[src/rtl/rps_match_referee_if.sv]
// Handshake and score-display bundle between the round judge / display and
// the match referee. The master side feeds results; the slave side is the referee.
interface rps_match_referee_if;
  logic       start;
  logic       result_valid;
  logic [1:0] result;
  logic       result_ready;
  logic [3:0] user_score;
  logic [3:0] cpu_score;
  logic [3:0] round_cnt;
  logic       busy;
  logic       match_done;
  logic [1:0] match_winner;
  logic       bad_code;

  modport master (
    output start, result_valid, result,
    input  result_ready, user_score, cpu_score, round_cnt,
           busy, match_done, match_winner, bad_code
  );

  modport slave (
    input  start, result_valid, result,
    output result_ready, user_score, cpu_score, round_cnt,
           busy, match_done, match_winner, bad_code
  );
endinterface

[src/rtl/rps_match_referee.sv]
// Rock-paper-scissors match scorekeeper: counts round results from the judge and
// declares a winner on reaching WINS_TO_TAKE wins or on exhausting MAX_ROUNDS.
module rps_match_referee #(
  parameter int WINS_TO_TAKE = 2,
  parameter int MAX_ROUNDS   = 9
) (
  input  logic                 clk,
  input  logic                 reset,
  rps_match_referee_if.slave   bus
);

  localparam logic [1:0] IDLE = 2'd0;
  localparam logic [1:0] PLAY = 2'd1;
  localparam logic [1:0] DONE = 2'd2;

  localparam logic [3:0] WIN_CNT = 4'(WINS_TO_TAKE);
  localparam logic [3:0] MAX_CNT = 4'(MAX_ROUNDS);

  logic [1:0] state_q, state_d;
  logic [3:0] user_score_q, user_score_d;
  logic [3:0] cpu_score_q, cpu_score_d;
  logic [3:0] round_cnt_q, round_cnt_d;
  logic [1:0] match_winner_q, match_winner_d;
  logic       match_done_q, match_done_d;
  logic       bad_code_q, bad_code_d;

  logic result_ready;
  logic accept;

  assign result_ready = (state_q == PLAY) && !bus.start;
  assign accept       = bus.result_valid && result_ready;

  always_comb begin
    state_d        = state_q;
    user_score_d   = user_score_q;
    cpu_score_d    = cpu_score_q;
    round_cnt_d    = round_cnt_q;
    match_winner_d = match_winner_q;
    bad_code_d     = bad_code_q;
    match_done_d   = 1'b0;

    case (state_q)
      IDLE, DONE, PLAY: begin
        if (bus.start) begin
          state_d        = PLAY;
          user_score_d   = 4'd0;
          cpu_score_d    = 4'd0;
          round_cnt_d    = 4'd0;
          match_winner_d = 2'b00;
          bad_code_d     = 1'b0;
        end else if (accept && bus.result == 2'b10) begin
          bad_code_d = 1'b1;
        end else if (accept) begin
          // End checks use the post-increment counts of this same accept.
          if (bus.result == 2'b00) user_score_d = user_score_q + 4'd1;
          if (bus.result == 2'b11) cpu_score_d  = cpu_score_q + 4'd1;
          round_cnt_d = round_cnt_q + 4'd1;
          if (user_score_d == WIN_CNT) begin
            match_winner_d = 2'b00;
            state_d        = DONE;
            match_done_d   = 1'b1;
          end else if (cpu_score_d == WIN_CNT) begin
            match_winner_d = 2'b11;
            state_d        = DONE;
            match_done_d   = 1'b1;
          end else if (round_cnt_d == MAX_CNT) begin
            if (user_score_d > cpu_score_d)      match_winner_d = 2'b00;
            else if (cpu_score_d > user_score_d) match_winner_d = 2'b11;
            else                                 match_winner_d = 2'b01;
            state_d      = DONE;
            match_done_d = 1'b1;
          end
        end
      end
      default: state_d = IDLE;
    endcase
  end

  always_ff @(posedge clk) begin
    if (!reset) begin
      state_q        <= IDLE;
      user_score_q   <= 4'd0;
      cpu_score_q    <= 4'd0;
      round_cnt_q    <= 4'd0;
      match_winner_q <= 2'b00;
      match_done_q   <= 1'b0;
      bad_code_q     <= 1'b0;
    end else begin
      state_q        <= state_d;
      user_score_q   <= user_score_d;
      cpu_score_q    <= cpu_score_d;
      round_cnt_q    <= round_cnt_d;
      match_winner_q <= match_winner_d;
      match_done_q   <= match_done_d;
      bad_code_q     <= bad_code_d;
    end
  end

  assign bus.result_ready = result_ready;
  assign bus.user_score   = user_score_q;
  assign bus.cpu_score    = cpu_score_q;
  assign bus.round_cnt    = round_cnt_q;
  assign bus.busy         = (state_q == PLAY);
  assign bus.match_done   = match_done_q;
  assign bus.match_winner = match_winner_q;
  assign bus.bad_code     = bad_code_q;

endmodule

[src/flat_wrapper.sv]
// flat-port wrapper written by rule: the top's interface ports become plain ports
module rps_match_referee_flat 
#(
  parameter int WINS_TO_TAKE = 2,
  parameter int MAX_ROUNDS   = 9
)
  (clk, reset, bus_start, bus_result_valid, bus_result, bus_result_ready, bus_user_score, bus_cpu_score, bus_round_cnt, bus_busy, bus_match_done, bus_match_winner, bus_bad_code);
  rps_match_referee_if bus_i ();
  input  logic clk;
  input  logic reset;
  input wire logic [$bits(bus_i.start)-1:0] bus_start;
  input wire logic [$bits(bus_i.result_valid)-1:0] bus_result_valid;
  input wire logic [$bits(bus_i.result)-1:0] bus_result;
  output wire logic [$bits(bus_i.result_ready)-1:0] bus_result_ready;
  output wire logic [$bits(bus_i.user_score)-1:0] bus_user_score;
  output wire logic [$bits(bus_i.cpu_score)-1:0] bus_cpu_score;
  output wire logic [$bits(bus_i.round_cnt)-1:0] bus_round_cnt;
  output wire logic [$bits(bus_i.busy)-1:0] bus_busy;
  output wire logic [$bits(bus_i.match_done)-1:0] bus_match_done;
  output wire logic [$bits(bus_i.match_winner)-1:0] bus_match_winner;
  output wire logic [$bits(bus_i.bad_code)-1:0] bus_bad_code;
  assign bus_i.start = bus_start;
  assign bus_i.result_valid = bus_result_valid;
  assign bus_i.result = bus_result;
  assign bus_result_ready = bus_i.result_ready;
  assign bus_user_score = bus_i.user_score;
  assign bus_cpu_score = bus_i.cpu_score;
  assign bus_round_cnt = bus_i.round_cnt;
  assign bus_busy = bus_i.busy;
  assign bus_match_done = bus_i.match_done;
  assign bus_match_winner = bus_i.match_winner;
  assign bus_bad_code = bus_i.bad_code;
  rps_match_referee #(.WINS_TO_TAKE(WINS_TO_TAKE), .MAX_ROUNDS(MAX_ROUNDS)) u_core (.clk(clk), .reset(reset), .bus(bus_i));
endmodule
[config.mk]
export PLATFORM = sky130hd
export DESIGN_NAME = rps_match_referee_flat
export DESIGN_NICKNAME = d
export VERILOG_FILES = /design/src/rtl/rps_match_referee_if.sv /design/src/rtl/rps_match_referee.sv /design/src/flat_wrapper.sv
export SDC_FILE = /design/constraint.sdc
export NUM_CORES = 1
export LEC_CHECK = 0
export ABC_CLOCK_PERIOD_IN_PS = 4200
export CORE_MARGIN = 5
export CORE_UTILIZATION = 53
export DETAILED_ROUTE_END_ITERATION = 16
export GPL_ROUTABILITY_DRIVEN = 0
export PLACE_DENSITY_LB_ADDON = 0.12
export SLEW_MARGIN = 40
export SYNTH_ARGS = -nofsm -noshare
export SYNTH_HDL_FRONTEND = slang
export SYNTH_SLANG_ARGS = --single-unit
[constraint.sdc]
create_clock -name clk -period 4.2 [get_ports clk]
set_input_delay 0.42 -clock clk [delete_from_list [all_inputs] [get_ports clk]]
set_output_delay 0.42 -clock clk [all_outputs]
set_load 0.03 [all_outputs]
Word-level counts from Yosys, hierarchy flattened
Cells that the tools add are included.
{"block": "classes", "mux": 38, "n_lt_le_gt_ge": 2, "reduce_logical": 19, "eq_ne": 8, "add_sub_neg": 3, "n_bitwise": 4}
{"cell": "$mux W4", "count": 19}
{"cell": "$mux W2", "count": 11}
{"cell": "$add A4 B1 Y4 const B", "count": 3}
{"cell": "$reduce_and A3 Y1", "count": 3}
{"cell": "$eq A4 B2 Y1 const B", "count": 2}
{"cell": "$gt A4 B4 Y1", "count": 2}
{"cell": "$mux W1", "count": 8}
{"cell": "$eq A2 B2 Y1 const B", "count": 3}
{"cell": "$reduce_or A3 Y1", "count": 2}
{"cell": "$reduce_or A5 Y1", "count": 1}
{"cell": "$eq A4 B4 Y1 const B", "count": 1}
{"cell": "$logic_not A2 Y1", "count": 2}
{"cell": "$not A1 Y1", "count": 4}
{"cell": "$reduce_and A2 Y1", "count": 2}
{"cell": "$reduce_and A4 Y1", "count": 1}
{"cell": "$reduce_bool A2 Y1", "count": 2}
{"cell": "$reduce_bool A4 Y1", "count": 1}
{"cell": "$logic_and A1 B1 Y1", "count": 3}
{"cell": "$reduce_bool A3 Y1", "count": 1}
{"cell": "$eq A2 B1 Y1 const B", "count": 1}
{"cell": "$ne A2 B2 Y1 const B", "count": 1}
{"cell": "$logic_not A1 Y1", "count": 1}
{"block": "totals", "output_inout_bits": 18, "inputBits": 6, "regBits": 18, "elab_cells": 82}

Depth between registers and ports, before layout
{"block": "logic_depth", "ltp_word": 16, "mapped_depth": 10, "mapped_depth_nobuf": 9}

Worst setup path after synthesis
Ideal clock, no wire load.
{"block": "synth_path", "kind": "register to register", "start": "register u_core.cpu_score_q[0] (netlist: u_core.bus.cpu_score[0])", "end": "register u_core.match_winner_q[0] (netlist: u_core.bus.match_winner[0])", "setup_slack_ns": 1.778, "setup_time_ns": 0.060, "stages_incl_launch_ff": 10, "n_path_buf": 0, "arrival_time_ns": 2.363, "required_ns": 4.140, "period_less_slack_ns": 2.422, "path_cell_list": "dfxtp_1 ha_1 and3_1 a21oi_1 ha_1 a21o_1 maj3_1 o211ai_1 a41o_1 a22o_1"}
{"block": "synth_via", "elab_chain_cells": 14, "elab_cells_between_ends": 17, "classes_between": "add/sub (1); order compare (1); eq/ne (1); mux (12); reduce/logical (2)"}
{"element": "start, declared", "line": "rps_match_referee.sv:21", "rtl": "logic [3:0] cpu_score_q, cpu_score_d;"}
{"element": "start signal, assigned", "line": "rps_match_referee.sv:91", "rtl": "cpu_score_q <= cpu_score_d;"}
{"element": "$add A4 B1 Y4", "line": "rps_match_referee.sv:56", "rtl": "if (bus.result == 2'b11) cpu_score_d = cpu_score_q + 4'd1;"}
{"element": "$mux W4 (*)", "line": "rps_match_referee.sv:56"}
{"element": "$mux W4 (*)", "line": "rps_match_referee.sv:53", "rtl": "end else if (accept) begin"}
{"element": "$mux W4 (*)", "line": "rps_match_referee.sv:51", "rtl": "end else if (accept && bus.result == 2'b10) begin"}
{"element": "$mux W4 (*)", "line": "rps_match_referee.sv:44", "rtl": "if (bus.start) begin"}
{"element": "$mux W4 (*)", "line": "rps_match_referee.sv:42", "rtl": "case (state_q)"}
{"element": "$gt A4 B4 Y1", "line": "rps_match_referee.sv:67", "rtl": "if (user_score_d > cpu_score_d) match_winner_d = 2'b00;"}
{"element": "$mux W2", "line": "rps_match_referee.sv:67"}
{"element": "$mux W2", "line": "rps_match_referee.sv:66", "rtl": "end else if (round_cnt_d == MAX_CNT) begin"}
{"element": "$mux W2", "line": "rps_match_referee.sv:62", "rtl": "end else if (cpu_score_d == WIN_CNT) begin"}
{"element": "$mux W2", "line": "rps_match_referee.sv:58", "rtl": "if (user_score_d == WIN_CNT) begin"}
{"element": "$mux W2", "line": "rps_match_referee.sv:53"}
{"element": "$mux W2", "line": "rps_match_referee.sv:51"}
{"element": "$mux W2", "line": "rps_match_referee.sv:44"}
{"element": "end signal, assigned", "line": "rps_match_referee.sv:93", "rtl": "match_winner_q <= match_winner_d;"}
{"element": "end, declared", "line": "rps_match_referee.sv:23", "rtl": "logic [1:0] match_winner_q, match_winner_d;"}
Every way passes the cells marked *; elsewhere a longest branch is shown, timed or not. The select of a mux whose other input is x is not followed.
A chain may end at the register's enable or synchronous reset.

Worst setup path in the final report
{"block": "layout_path", "start": "input bus_result[0]", "end": "register u_core.match_winner_q[0] (netlist: u_core.bus.match_winner[0])"}
{"block": "layout_via", "elab_chain_cells": 14, "elab_cells_between_ends": 27, "classes_between": "order compare (1); eq/ne (5); mux (17); reduce/logical (4)"}
{"element": "start, declared", "line": "flat_wrapper.sv:13", "rtl": "input wire logic [$bits(bus_i.result)-1:0] bus_result;"}
{"element": "$eq A2 B2 Y1 or $logic_not A2 Y1 (tied branches)", "line": "rps_match_referee.sv:56, rps_match_referee.sv:55"}
{"element": "$mux W4 (on tied branches)", "line": "rps_match_referee.sv:56, rps_match_referee.sv:55"}
{"element": "$mux W4", "line": "rps_match_referee.sv:53"}
{"element": "$mux W4", "line": "rps_match_referee.sv:51"}
{"element": "$mux W4", "line": "rps_match_referee.sv:44"}
{"element": "$mux W4", "line": "rps_match_referee.sv:42"}
{"element": "$gt A4 B4 Y1", "line": "rps_match_referee.sv:67"}
{"element": "$mux W2", "line": "rps_match_referee.sv:67"}
{"element": "$mux W2", "line": "rps_match_referee.sv:66"}
{"element": "$mux W2", "line": "rps_match_referee.sv:62"}
{"element": "$mux W2", "line": "rps_match_referee.sv:58"}
{"element": "$mux W2", "line": "rps_match_referee.sv:53"}
{"element": "$mux W2", "line": "rps_match_referee.sv:51"}
{"element": "$mux W2", "line": "rps_match_referee.sv:44"}
Several ways; a longest one is shown, not always the timed one. The select of a mux whose other input is x is not followed.

==> results.md <==
- Post-CTS Hold Buffers: 0
- CP bufs+invs: 1
- GRT Total Usage: 0.177
- Pre-antenna DRT Iters: 4
- Area Overhead vs Synth: 25.7%
- Cell Area, Placed: 0.00135 mm^2
- H-Tree Depth: 1
- Number of synthesized flops with an enable pin: 0
- Antenna diodes: 0
- Fin crit share: 0.606
- Postcts setup bufs: 0
- Critical Path, Cell by Cell: clkdlybuf4s50_1 > nand2_1 > or3_1 > and2_1 > ha_1 > or2_2 > o211ai_1 > a41o_1 > a22o_1
- Core outline area: 0.00196 mm^2
- Top_reg_cell synth: dfxtp_1
- CTS tree: done
- Syn_area_per_cell: 8.47 um^2
- Routed Antenna Nets: 0
- Final Hold Viols: 0
- Crit end category: register
- Sequential share of the synthesized area: 0.330
- Clock-pin slew on the worst setup and hold paths: 0.10 ns
- Worst setup SP type: primary input
- Max cap viols: 0
- Adder-cell share of the synthesized area: 0.0893
- Bufs on Longest Clock Path: 2
- # rows: 16
- Die area: 0.00307 mm^2
- DRC errors left: 0
- Cell count after synthesis: 129
- Slew @ Worst Pin: 0.707 ns
- Worst-Skew Late Latency: 0.29 ns
- Synth area leader: dfxtp_1
- Port bufs: 23
- Register bit count reported by yosys: 18
- Post-layout net count: 168
- DR WL/cell: 14.1 um
- Unique masters post-synth: 42
- Worst IR Drop VDD: 153 uV
- Min cycle time layout: 2.55 ns
- Synth Area in XOR/XNOR: 0.0561
- Final Cell Area: 0.00137 mm^2
- P_leak: 0.515 nW
- HPWL Detailed: 1990 um
- Slew Limit Fails: 0
- Synth Warn #: 0
- Vias in the first global route: 1070
- Worst Hold Class: reg2reg
- Min setup slack post-route: 1.65 ns
- Mux share of post-synthesis cell area: 0.00916
- PD cells: 229 mW/mm^2
- Worst rel slew slack: 0.529
- CTS Buf Count: 3
- Top-area cell type share of the netlist area: 0.330
- Compound-Gate Fraction of Synth Area: 0.212
- CP Data Arrival Time: 2.79 ns
- Largest net degree at the start of global routing: 14
- # resized after CTS: 0
- Setup violators final: 0
- Simple-gate share of the synthesized area: 0.270
- Most common cell after layout, fill and taps aside: clkdlybuf4s50_1
- First-pass GRT wire length: 4420 um
- Initial core utilization: 0.557
- Clk root buf: clkbuf_4
- Status: complete, no violations
- Largest family of logic cells by synthesized area: simple AND/OR/NAND/NOR gates
- Setup TNS Final: 0 ns
- Post-Route WL: 2530 um
- Die height: 55.4 um
- Commonest non-fill, non-tap cells in the layout: 23 x clkdlybuf4s50_1, 18 x dfxtp_1, 11 x nor2b_1, 9 x nand2_1, 9 x nor2_1
- Syn_nets: 142
- I/O pin cnt: 24
- Via count: 1032
- Initial antenna violation count: 0
- Slowest stage cell, crit path: clkdlybuf4s50_1
- Crit path max fanout: 9
- Crit Path Class: in2reg
- Routed vias/inst: 5.73
- Fraction of layout instances using a drive strength above 1: 0.0588
- Grt ovf: 0
- Mapped Area: 0.00109 mm^2
- 1st-iter DRT viols: 15
- Critical path required time: 4.44 ns
- Max incr delay on CP: 0.62 ns
- Chip width: 55.4 um
- RSZ-0062 raised after global routing: false
- Post-synth ARST share: 0
- Clk sinks: 18
- Worst Skew: 0.0114 ns
- Crit-path leading delay family: simple AND/OR/NAND/NOR gates
- Max Fclk: 0.393 GHz
- Synth area leaders: dfxtp_1 33%, ha_1 8.0%, nor2b_1 6.3%
- Pre-CTS setup slack: 1.34 ns
-- worst register-to-register path: stages, from the launching register on --
cell,delay [ns]
dfxtp_1,0.48
ha_1,0.28
and3_1,0.16
a21oi_1,0.16
ha_1,0.28
a21o_1,0.19
maj3_1,0.36
o211ai_1,0.23
a41o_1,0.13
a22o_1,0.11
-- cells in the mapped netlist (3+ instances only) --
cell type / number
a21oi_1: 8
a22o_1: 3
a22oi_1: 3
dfxtp_1: 18
ha_1: 7
inv_1: 6
nand2_1: 9
nand3_1: 3
nor2_1: 9
nor2b_1: 11
o21ai_0: 5
xnor2_1: 4
xor2_1: 3
-- per-stage QoR --
stage | std cells | hold slack [ns] | total power [mW] | utilization
global route | 180 | 0.525 | 0.334 | 0.700
detailed placement | 177 | 0.471 | 0.234 | 0.688
floorplan | 129 | 0.460 | 0.214 | -
finish | 180 | 0.486 | 0.315 | 0.700
CTS | 180 | 0.498 | 0.318 | 0.700
global placement | 177 | 0.458 | 0.233 | 0.688
-- cell type report --
type / instances / area [um^2]
Clock buffer: 3 / 22.5
Fill cell: 177 / 589
Inverter: 6 / 22.5
Multi-Input combinational cell: 102 / 696
Sequential cell: 18 / 360
Tap cell: 27 / 33.8
Timing Repair Buffer: 24 / 238
-- metal layers --
metal	global-route usage	share of wire
met5	0	0
met4	0.101	0.016
met3	0.0420	0.055
met2	0.299	0.49
met1	0.201	0.44
-- power breakdown --
part,switching (mW),internal [mW]
sequential,0.00380,0.174
clock,0.0507,0.0333
combinational,0.0300,0.0232
total,0.0845,0.230
-- final timing paths --
kind | from | to | slack (ns) | cells past startpoint
worst min register to register | u_core.bus.bad_code$_SDFFE_PN0P_ | u_core.bus.bad_code$_SDFFE_PN0P_ | 0.49 | 2
worst max register to register | u_core.bus.cpu_score[0]$_SDFFE_PN0P_ | u_core.bus.match_winner[0]$_SDFFE_PN0P_ | 1.78 | 9
worst max-delay path | bus_result[0] | u_core.bus.match_winner[0]$_SDFFE_PN0P_ | 1.65 | 9
worst min-delay path | u_core.bus.bad_code$_SDFFE_PN0P_ | u_core.bus.bad_code$_SDFFE_PN0P_ | 0.49 | 2
-- cell families (layout without fill, tap and decap cells) --
kind of cell | after synthesis | after routing
flops | 18 | 18
compound gates | 34 | 34
mux | 1 | 1
xor+xnor | 7 | 7
buf+inv | 9 | 33
fa+ha+maj | 8 | 8
simple gates | 52 | 52
-- state kept, by name, indices dropped and copies added (netlist names) --
signal,cells
u_core.bus.bad_code,1
u_core.bus.cpu_score,4
u_core.bus.match_done,1
u_core.bus.match_winner,2
u_core.bus.round_cnt,4
u_core.bus.user_score,4
u_core.state_q,2
Power figures use the tool's default switching activity.
